`config.mk`:
```
export PLATFORM = sky130hd
export DESIGN_NAME = binary_counter
export DESIGN_NICKNAME = d
export VERILOG_FILES = /design/src/rtl/binary_counter.sv
export SDC_FILE = /design/constraint.sdc
export NUM_CORES = 1
export LEC_CHECK = 0
export CELL_PAD_IN_SITES_DETAIL_PLACEMENT = 0
export CELL_PAD_IN_SITES_GLOBAL_PLACEMENT = 1
export CORE_UTILIZATION = 26
export DETAILED_ROUTE_END_ITERATION = 7
export PLACE_DENSITY = 0.71
export SYNTH_ARGS = -nofsm -noshare
export SYNTH_HDL_FRONTEND = slang
export SYNTH_SLANG_ARGS = --single-unit
```
`constraint.sdc`:
```
create_clock -name CLK -period 1.4 [get_ports CLK]
set_clock_uncertainty 0.1 [all_clocks]
set_input_delay 0.28 -clock CLK [delete_from_list [all_inputs] [get_ports CLK]]
set_output_delay 0.28 -clock CLK [all_outputs]
set_load 0.005 [all_outputs]
```
`src/rtl/binary_counter.sv`:
```
// rtl/binary_counter.sv - up-counter with parallel load, enable, carry pulse and wrap-event count
module binary_counter #(
  parameter int WIDTH  = 4,
  parameter int AWIDTH = 4
) (
  input  logic              CLK,
  input  logic              reset,
  input  logic              Enable,
  input  logic              Load,
  input  logic [WIDTH-1:0]  Data_in,
  output logic [WIDTH-1:0]  Count,
  output logic [AWIDTH-1:0] A_count,
  output logic              C_out
);

  localparam logic [WIDTH-1:0]  CNT_MAX  = '1;
  localparam logic [WIDTH-1:0]  CNT_ONE  = WIDTH'(1);
  localparam logic [AWIDTH-1:0] WRAP_ONE = AWIDTH'(1);

  logic [WIDTH-1:0]  count_q, count_d;
  logic [AWIDTH-1:0] a_count_q, a_count_d;
  logic              c_out_q, c_out_d;

  // Next-state selection: Load beats Enable; carry is only raised by a counted wrap, never by a load.
  always_comb begin
    count_d   = count_q;
    a_count_d = a_count_q;
    c_out_d   = 1'b0;
    if (Load) begin
      count_d = Data_in;
    end else if (Enable) begin
      if (count_q == CNT_MAX) begin
        count_d   = '0;
        c_out_d   = 1'b1;
        a_count_d = a_count_q + WRAP_ONE;
      end else begin
        count_d = count_q + CNT_ONE;
      end
    end
  end

  // State registers with synchronous active-high reset overriding everything.
  always_ff @(posedge CLK) begin
    if (reset) begin
      count_q   <= '0;
      a_count_q <= '0;
      c_out_q   <= 1'b0;
    end else begin
      count_q   <= count_d;
      a_count_q <= a_count_d;
      c_out_q   <= c_out_d;
    end
  end

  assign Count   = count_q;
  assign A_count = a_count_q;
  assign C_out   = c_out_q;

endmodule

```
==> summary.md, run 1 <==
| Metric | Value |
|---|---|
| Worst slew pin tran | `0.205 ns` |
| Insertion delay to the later sink of the worst-skew pair | `0.26 ns` |
| CTS Sinks | `9` |
| # setup viols final | `3` |
| First-pass GRT wire length | `2170 um` |
| Violated checks | `setup timing` |
| Initial antenna violation count | `0` |
| Worst setup SP type | `flop` |
| Core area | `0.00154 mm^2` |
| Initial Util | `0.287` |
| Number of library cell types mapped by synthesis | `23` |
| Final WL | `1190 um` |
| Setup crit end kind | `flop` |
| Via density | `4.94` |
| Sequential area share after synthesis | `0.408` |
| Pleak | `0.378 nW` |
| CTS tree | `yes` |
| VDD IR max | `0.000360 V` |
| Power Total | `0.588 mW` |
| CTS buffer count | `3` |
| Final HPWL DP | `945 um` |
| I/O pins | `17` |
| Horiz. Die Dim | `43.2 um` |
| Most frequent cells in the layout | `buf_4, dlygate4sd2_1, dfxtp_2, a21oi_1, clkdlybuf4s50_1` |
| Vias in the first global route | `504` |
| Final hold vios | `0` |
| Antenna Cells | `0` |
| Via count | `504` |
| Port Buffers | `16` |
| DR pass1 iterations | `4` |
| Layout cells sized above 1 | `0.430` |
| Final Cycle Share | `1.05` |
| Slew HR | `0.862` |
| Most common cell after layout, fill and taps aside | `buf_4` |
| RSZ-0062 raised after global routing | `true` |
| Final WS setup | `-0.0657 ns` |
| Post-synthesis cell count | `51` |
| Final min period | `1.47 ns` |
| Dpl ws | `-0.352 ns` |
| CTS Buffer Depth | `2` |
| P&R area growth vs syn | `86.4%` |
| Arrival time worst endpoint | `1.54 ns` |
| WL/cell | `11.6 um` |
| Synthesized flop and latch total | `9` |
| Max-Cap Viols | `0` |
| H-tree levels | `1` |
| Hold-fix buffers at CTS | `0` |
| Yosys warning count | `0` |
| # DRC | `0` |
| Final setup TNS | `-0.123 ns` |
| Hold Path Class | `in2reg` |
| Syn_nets | `61` |
| Cell Area, Synth | `442 um^2` |
| Die ar. | `0.00187 mm^2` |
| Die Ht | `43.2 um` |
| Post-Syn Area per Cell | `8.66 um^2` |
| Clk pin slew, worst setup/hold paths | `0.06 ns` |
| Slew Viols, Final | `0` |
| GRT Overall Usage | `0.155` |
| Root Buffer | `clkbuf_4` |
| Pin count of the biggest net entering global routing | `10` |
| Crit-path max FO | `3` |
| Grt ovf | `0` |
| Iter 0 DRT Violations | `3` |
| Final ANT Viol Nets | `0` |
| Status | `finished, violations left` |
| Nets@finish | `97` |
| Fmax | `682 MHz` |
| CP Class | `reg2reg` |
| Rows | `14` |
| Pwr/cell area | `714 mW/mm^2` |
| GP Congestion | `0.708` |
| Worst endpoint required time | `1.47 ns` |
metrics by stage:
stage	cells	hold slack (ns)	instance area [um^2]	util
global placement	94	0.381	724	0.470
CTS	102	0.386	816	0.529
floorplan	51	0.288	462	-
detailed placement	94	0.386	724	0.470
finish	102	0.295	823	0.534
global route	102	0.308	823	0.534
sequential cells by signal, summed over array words and instances, names as in the netlist:
name,cells
A_count,4
Count,4
C_out,1
cell usage after synthesis:
cell      count  area share
a211oi_1      1       0.017
a21oi_1       7       0.079
a221oi_1      1       0.020
and3_1        1       0.014
buf_6         1       0.025
clkbuf_1      1      0.0085
dfxtp_1       9        0.41
ha_1          2       0.057
inv_1         4       0.034
mux2_2        1       0.025
nand2_1       3       0.025
nand2b_1      1       0.014
nand3_1       3       0.034
nand4_1       1       0.014
nor2_1        1      0.0085
nor3_1        1       0.011
nor3b_1       1       0.017
o21ai_0       2       0.023
o22ai_1       1       0.014
o31ai_1       2       0.034
or3_1         3       0.042
or4_1         2       0.034
xor2_1        2       0.040
per-layer routing:
layer  vias up  global-route usage  wire, um
met5         -                   0         0
met4         0              0.0545         0
met3         0              0.0383        57
met2        15               0.260       587
met1       232               0.191       539
li1        257                   -         -
cell type report:
type	instances	area, um^2
fill	150	718
sequential	9	195
multi-input combinational	36	282
inverter	4	15.0
tap	16	20.0
timing repair buffer	33	285
clock buffer	4	26.3
critical path: stages (launching register included):
cell	delay [ns]
dfxtp_2	0.32
buf_6	0.11
ha_4	0.15
and3_4	0.15
or3_4	0.33
a221oi_2	0.22
worst paths after layout:
check        startpoint          to  slack [ns]  depth (start not counted)
max            Count[0]    Count[0]       -0.07                          5
min                Load    Count[0]        0.29                          3
max reg2reg    Count[0]    Count[0]       -0.07                          5
min reg2reg  A_count[3]  A_count[3]        0.38                          2
where the power goes:
part           total (mW)  switching (mW)  internal [mW]
sequential          0.272         0.00741          0.264
clock               0.201          0.0907          0.110
combinational       0.116          0.0450         0.0707
logic make-up after synthesis:
kind of cell / share of synthesized area
AOI/OAI and AO/OA: 0.187
DFF: 0.408
and+or+nand+nor: 0.215
xor gates and xnor gates: 0.0397
buffers and inverters: 0.0680
adders and majority gates: 0.0566
muxes: 0.0255
what timing repair did:
item                                    CTS  global route
pin swaps                                 3             3
gates resized for setup                  25             2
endpoints found under the setup margin   14             5
setup buffers                             4             0
No activity file was read; power rests on OpenSTA's default activity.
==> run 2, diff against run 1 <==
CORE_MARGIN = 3   (was default)
PLACE_DENSITY = default   (was 0.71)
PLACE_DENSITY_LB_ADDON = 0.12   (was default)
==> run 2 against run 1 <==
The flow still finishes with violations (setup timing). Register-to-register slack better by 0.03 ns. Global-route usage decreased by 2.8 points. Worst hold slack improved by 0.088 ns. Clock power is essentially flat. Cell count fell by 4.9%. First-iteration DRC count is the same. Count of clock-buffer cells in the layout unchanged. Sequential power hardly changed. Total power down 2.0%. Critical path type unchanged. Highest routed layer is now met4.
==> summary.md, run 2 (same netlist as run 1, synthesis figures left out) <==
| Metric | Value |
|---|---|
| Rows | `14 (unchanged)` |
| VDD IR max | `0.000432 V (+20%)` |
| Hold Path End | `A_count[2]` |
| Die Ht | `47.2 um (+9.3%)` |
| P&R area growth vs syn | `80.2%` |
| # DRC | `0 (unchanged)` |
| Hold Path Class | `reg2reg` |
| Antenna Cells | `0 (unchanged)` |
| Flop2flop setup slack | `-0.04 ns (+0.03 ns)` |
| Worst Reg-to-Reg Cells | `4 (-1)` |
| Pin count of the biggest net entering global routing | `10 (unchanged)` |
| Via count | `481 (-4.6%)` |
| Most common cell after layout, fill and taps aside | `buf_4` |
| # setup viols final | `2 (-1)` |
| Worst hold stages | `2 (-1)` |
| Initial antenna violation count | `0 (unchanged)` |
| Slew Viols, Final | `0 (unchanged)` |
| Dpl ws | `-0.345 ns (+0.00718 ns)` |
| Final core utilization | `0.510 (-0.0237)` |
| CTS buffer count | `3 (unchanged)` |
| Final Cycle Share | `1.03 (-0.0212)` |
| Violated checks | `setup timing` |
| Hold-fix buffers at CTS | `0 (unchanged)` |
| Hold path startpoint | `A_count[2]` |
| Final hold vios | `0 (unchanged)` |
| Layout cells sized above 1 | `0.420 (-0.0105)` |
| Crit-path max FO | `4 (+1)` |
| RSZ-0062 raised after global routing | `true` |
| GRT Overall Usage | `0.128 (-0.0277)` |
| Clk pin slew, worst setup/hold paths | `0.06 ns (about the same)` |
| CTS Sinks | `9 (unchanged)` |
| Pwr/cell area | `724 mW/mm^2 (+1.4%)` |
| Worst slew pin tran | `0.255 ns (+0.0497 ns)` |
| Fillcell total | `158 (+5.3%)` |
| WL/cell | `12.0 um (+3.5%)` |
| Most frequent cells in the layout | `buf_4, dlygate4sd2_1, a21oi_1, clkdlybuf4s50_1` |
| Fmax | `696 MHz (+2.1%)` |
| Arrival time worst endpoint | `1.51 ns (-0.03 ns)` |
| Final WS setup | `-0.0360 ns (+0.0297 ns)` |
| Worst endpoint required time | `1.48 ns (about the same)` |
| Max-Cap Viols | `0 (unchanged)` |
| CP Class | `reg2reg` |
| DR pass1 iterations | `3 (-1)` |
| Root Buffer | `clkbuf_4` |
| Port Buffers | `16 (unchanged)` |
| Final ANT Viol Nets | `0 (unchanged)` |
| Initial Util | `0.283 (-0.00322)` |
| Horiz. Die Dim | `47.2 um (+9.3%)` |
| Critical-path cell list | `ha_4, and3_4, or3_4, a221oi_2` |
| Die ar. | `0.00223 mm^2 (+19%)` |
| Status | `finished, violations left` |
| Crit-path max cell delay | `0.36 ns (+0.03 ns)` |
| H-tree levels | `1 (unchanged)` |
| Core area | `0.00156 mm^2 (+1.1%)` |
| Slew HR | `0.829 (-0.0331)` |
| Setup crit end kind | `flop` |
| Worst setup SP type | `flop` |
| Via density | `4.96 (+0.36%)` |
| Final min period | `1.44 ns (-0.0297 ns)` |
| Insertion delay to the later sink of the worst-skew pair | `0.26 ns (about the same)` |
| R2r startpoint | `Count[0]` |
| Worst R2R End | `Count[0]` |
| Final setup TNS | `-0.0446 ns (+0.0781 ns)` |
| I/O pins | `17 (unchanged)` |
| Final WL | `1170 um (-1.6%)` |
| CP max-delay cell | `dfxtp_4` |
| First-pass GRT wire length | `1930 um (-11%)` |
| Pleak | `0.344 nW (-8.9%)` |
| Iter 0 DRT Violations | `3 (unchanged)` |
| Grt ovf | `0 (unchanged)` |
| CTS tree | `yes` |
| CTS Buffer Depth | `2 (unchanged)` |
| GP Congestion | `0.727 (+2.7%)` |
| Vias in the first global route | `464 (-7.9%)` |
| Nets@finish | `92 (-5.2%)` |
-- run 2: changes by cell type in the layout (fill, tap and decap cells not counted), sizes merged --
cell,before,now
dlymetal6s2s,1,0
dlygate4sd2,10,9
clkdlybuf4s15,0,1
buf,17,12
clkdlybuf4s50,5,6
-- run 2: how the worst max path moves through the flow --
stage,from,endpoint,slack [ns],cells after the start
2_1_floorplan,Count[1],A_count[3],0.02,4
3_3_place_gp,Load,A_count[3],-0.35,4
3_5_place_dp,Load,A_count[3],-0.34,4
4_1_cts,Count[0],Count[3],-0.02,5
5_1_grt,Count[0],Count[0],-0.12,4
6_report,Count[0],Count[0],-0.04,4
-- run 2: critical path, delay by kind of cell, from the launching register on --
| kind | cells | cell delay (ns) |
|---|---|---|
| AOI/OAI and AO/OA | 1 | 0.22 |
| DFF | 1 | 0.36 |
| adders and majority gates | 1 | 0.17 |
| and+or+nand+nor | 2 | 0.50 |
-- run 2: metal layers --
| metal | share of wire | up-vias | global-route usage |
|---|---|---|---|
| li1 | - | 249 | - |
| met1 | 0.42 | 215 | 0.135 |
| met2 | 0.49 | 12 | 0.209 |
| met3 | 0.069 | 5 | 0.0613 |
| met4 | 0.023 | 0 | 0.0663 |
| met5 | 0 | - | 0 |
-- run 2: repair_timing --
action	4_1_cts	5_1_grt
buffers inserted	0	1
pin swaps	2	4
resized for setup	27	4
endpoints found under the setup margin	13	5
-- run 2: area by class of cell --
| type | count | area [um^2] | share of cell area |
|---|---|---|---|
| timing repair buffer | 28 | 243 | 0.305 |
| tap | 16 | 20.0 | 0.0252 |
| inverter | 4 | 15.0 | 0.0189 |
| sequential | 9 | 200 | 0.252 |
| multi-input combinational | 36 | 292 | 0.366 |
| clock buffer | 4 | 26.3 | 0.0330 |
-- run 2: metrics by stage --
step | hold slack (ns) | instances | power (mW) | cell area (um^2)
finish | 0.382 | 97 | 0.576 | 796
CTS | 0.381 | 96 | 0.578 | 771
global route | 0.412 | 97 | 0.616 | 796
global placement | 0.368 | 92 | 0.379 | 709
detailed placement | 0.375 | 92 | 0.380 | 709
floorplan | 0.288 | 51 | 0.318 | 462
-- run 2: report_power, final --
part | switching [mW] | internal [mW]
registers | 0.0120 | 0.263
clock network | 0.0894 | 0.110
logic | 0.0390 | 0.0633
==> run 3, diff against run 2 <==
GPL_ROUTABILITY_DRIVEN = 0   (was default)
SKIP_LAST_GASP = 1   (was default)
==> run 3 against run 2 <==
Worst setup slack better by 0.0090 ns. Via count is 2.3% higher. Register-to-register slack hardly changed. Clock power hardly changed. The flow still finishes with violations (setup timing). Core utilization is 0.24 points lower. Highest routed layer unchanged. Worst hold slack worse by 0.00053 ns. Global-route usage is 0.15 points higher.
==> summary.md, run 3 (same netlist as run 1, synthesis figures left out) <==
| Metric | Value |
|---|---|
| Pwr/cell area | `726 mW/mm^2 (+0.18%)` |
| Most common cell after layout, fill and taps aside | `buf_4` |
| Most frequent cells in the layout | `buf_4, dlygate4sd2_1, a21oi_1, clkdlybuf4s50_1` |
| Slew HR | `0.817 (-0.0117)` |
| Rows | `14 (unchanged)` |
| Power Total | `0.575 mW (-0.30%)` |
| Hold-fix buffers at CTS | `0 (unchanged)` |
| Worst setup SP type | `flop` |
| Iter 0 DRT Violations | `4 (+1)` |
| Setup crit end kind | `flop` |
| Hold path startpoint | `A_count[2]` |
| VDD IR max | `0.000434 V (+0.49%)` |
| Worst path top cell family by delay | `simple AND/OR/NAND/NOR gates` |
| R2r startpoint | `Count[0]` |
| CTS Sinks | `9 (unchanged)` |
| Flop2flop setup slack | `-0.03 ns (about the same)` |
| Worst Reg-to-Reg Cells | `4 (unchanged)` |
| GRT Overall Usage | `0.129 (+0.00155)` |
| Arrival time worst endpoint | `1.50 ns (about the same)` |
| Violated checks | `setup timing` |
| Worst R2R End | `Count[0]` |
| H-tree levels | `1 (unchanged)` |
| Clk pin slew, worst setup/hold paths | `0.06 ns (about the same)` |
| CTS tree | `yes` |
| Crit-path max FO | `4 (unchanged)` |
| Final WS setup | `-0.0270 ns (+0.00900 ns)` |
| Port Buffers | `16 (unchanged)` |
| Initial Util | `0.283 (unchanged)` |
| Fin Hold WS | `0.382 ns (-0.000530 ns)` |
| CP max-delay cell | `dfxtp_4` |
| Fmax | `701 MHz (+0.63%)` |
| Final min period | `1.43 ns (-0.00900 ns)` |
| First-pass GRT wire length | `1930 um (+0.36%)` |
| Worst endpoint required time | `1.47 ns (about the same)` |
| RSZ-0062 raised after global routing | `true` |
| CTS buffer count | `3 (unchanged)` |
| CP Class | `reg2reg` |
| CP Buf/Inv Count | `0 (unchanged)` |
| Status | `finished, violations left` |
| Final core utilization | `0.508 (-0.00241)` |
| Pleak | `0.343 nW (-0.20%)` |
| WL/cell | `11.8 um (-1.7%)` |
| Nets@finish | `92 (unchanged)` |
| Root Buffer | `clkbuf_4` |
| # setup viols final | `3 (+1)` |
| Max-Cap Viols | `0 (unchanged)` |
| Vias in the first global route | `470 (+1.3%)` |
| P&R area growth vs syn | `79.3%` |
| Final ANT Viol Nets | `0 (unchanged)` |
| Final WL | `1150 um (-1.7%)` |
| Critical-path cell list | `ha_4, and3_4, or3_4, a221oi_2` |
| Initial antenna violation count | `0 (unchanged)` |
| CTS Buffer Depth | `2 (unchanged)` |
| Worst slew pin tran | `0.272 ns (+0.0174 ns)` |
| # DRC | `0 (unchanged)` |
| Slew Viols, Final | `0 (unchanged)` |
| Layout cells sized above 1 | `0.420 (unchanged)` |
| Grt ovf | `0 (unchanged)` |
| Via density | `5.07 (+2.3%)` |
| Via count | `492 (+2.3%)` |
| Core area | `0.00156 mm^2 (unchanged)` |
| Worst hold stages | `2 (unchanged)` |
| Horiz. Die Dim | `47.2 um (unchanged)` |
| Die ar. | `0.00223 mm^2 (unchanged)` |
| Crit-path max cell delay | `0.36 ns (about the same)` |
| I/O pins | `17 (unchanged)` |
| Final hold vios | `0 (unchanged)` |
| DR pass1 iterations | `3 (unchanged)` |
| Final Cycle Share | `1.02 (-0.00643)` |
| Antenna Cells | `0 (unchanged)` |
| Hold Path Class | `reg2reg` |
| Pin count of the biggest net entering global routing | `10 (unchanged)` |
| Insertion delay to the later sink of the worst-skew pair | `0.26 ns (about the same)` |
| Final setup TNS | `-0.0577 ns (-0.0131 ns)` |
| Hold Path End | `A_count[2]` |
| Die Ht | `47.2 um (unchanged)` |
run 3: cell counts in the layout (fill, tap and decap cells not counted):
Identical to the previous run, type by type.
run 3: worst register-to-register path: cells and delay by family, from the launching register on:
| kind | cells | cell delay (ns) |
|---|---|---|
| AOI/OAI and AO/OA | 1 | 0.22 |
| adders and majority gates | 1 | 0.17 |
| and+or+nand+nor | 2 | 0.49 |
| DFF | 1 | 0.36 |
run 3: power breakdown:
| part | switching (mW) | internal, mW | total [mW] |
|---|---|---|---|
| sequential | 0.0121 | 0.263 | 0.275 |
| clock | 0.0883 | 0.110 | 0.198 |
| combinational | 0.0384 | 0.0632 | 0.102 |
run 3: worst max path at each step:
| stage | slack, ns | start | depth (start not counted) | endpoint |
|---|---|---|---|---|
| final | -0.03 | Count[0] | 4 | Count[0] |
| after detailed placement | -0.34 | Load | 4 | A_count[3] |
| after global placement | -0.35 | Load | 4 | A_count[3] |
| after CTS | -0.04 | Count[0] | 5 | Count[3] |
| after global routing | -0.12 | Count[0] | 4 | Count[0] |
| after floorplan | 0.02 | Count[1] | 4 | A_count[3] |
run 3: metal layers:
layer	wire, um	global-route usage	vias up
met2	563	0.209	12
met4	27	0.0773	0
li1	-	-	251
met1	474	0.135	224
met3	80	0.0613	5
met5	0	0	-
run 3: area by class of cell:
class | instances | area [um^2]
Fill cell | 159 | 767
Multi-Input combinational cell | 36 | 292
Timing Repair Buffer | 28 | 239
Sequential cell | 9 | 200
Clock buffer | 4 | 26.3
Tap cell | 16 | 20.0
Inverter | 4 | 15.0
run 3: per-stage QoR:
step | std cells | worst slack (ns) | cell area (um^2)
4_1_cts | 96 | -0.0398 | 763
5_1_grt | 97 | -0.120 | 792
3_5_place_dp | 92 | -0.345 | 709
2_1_floorplan | 51 | 0.0202 | 462
3_3_place_gp | 92 | -0.353 | 709
6_report | 97 | -0.0270 | 792
run 3: what timing repair did:
item                                    4_1_cts  5_1_grt
endpoints found under the setup margin       13        5
setup buffers                                 0        1
gates resized for setup                      25        5
pin swaps                                     2        4
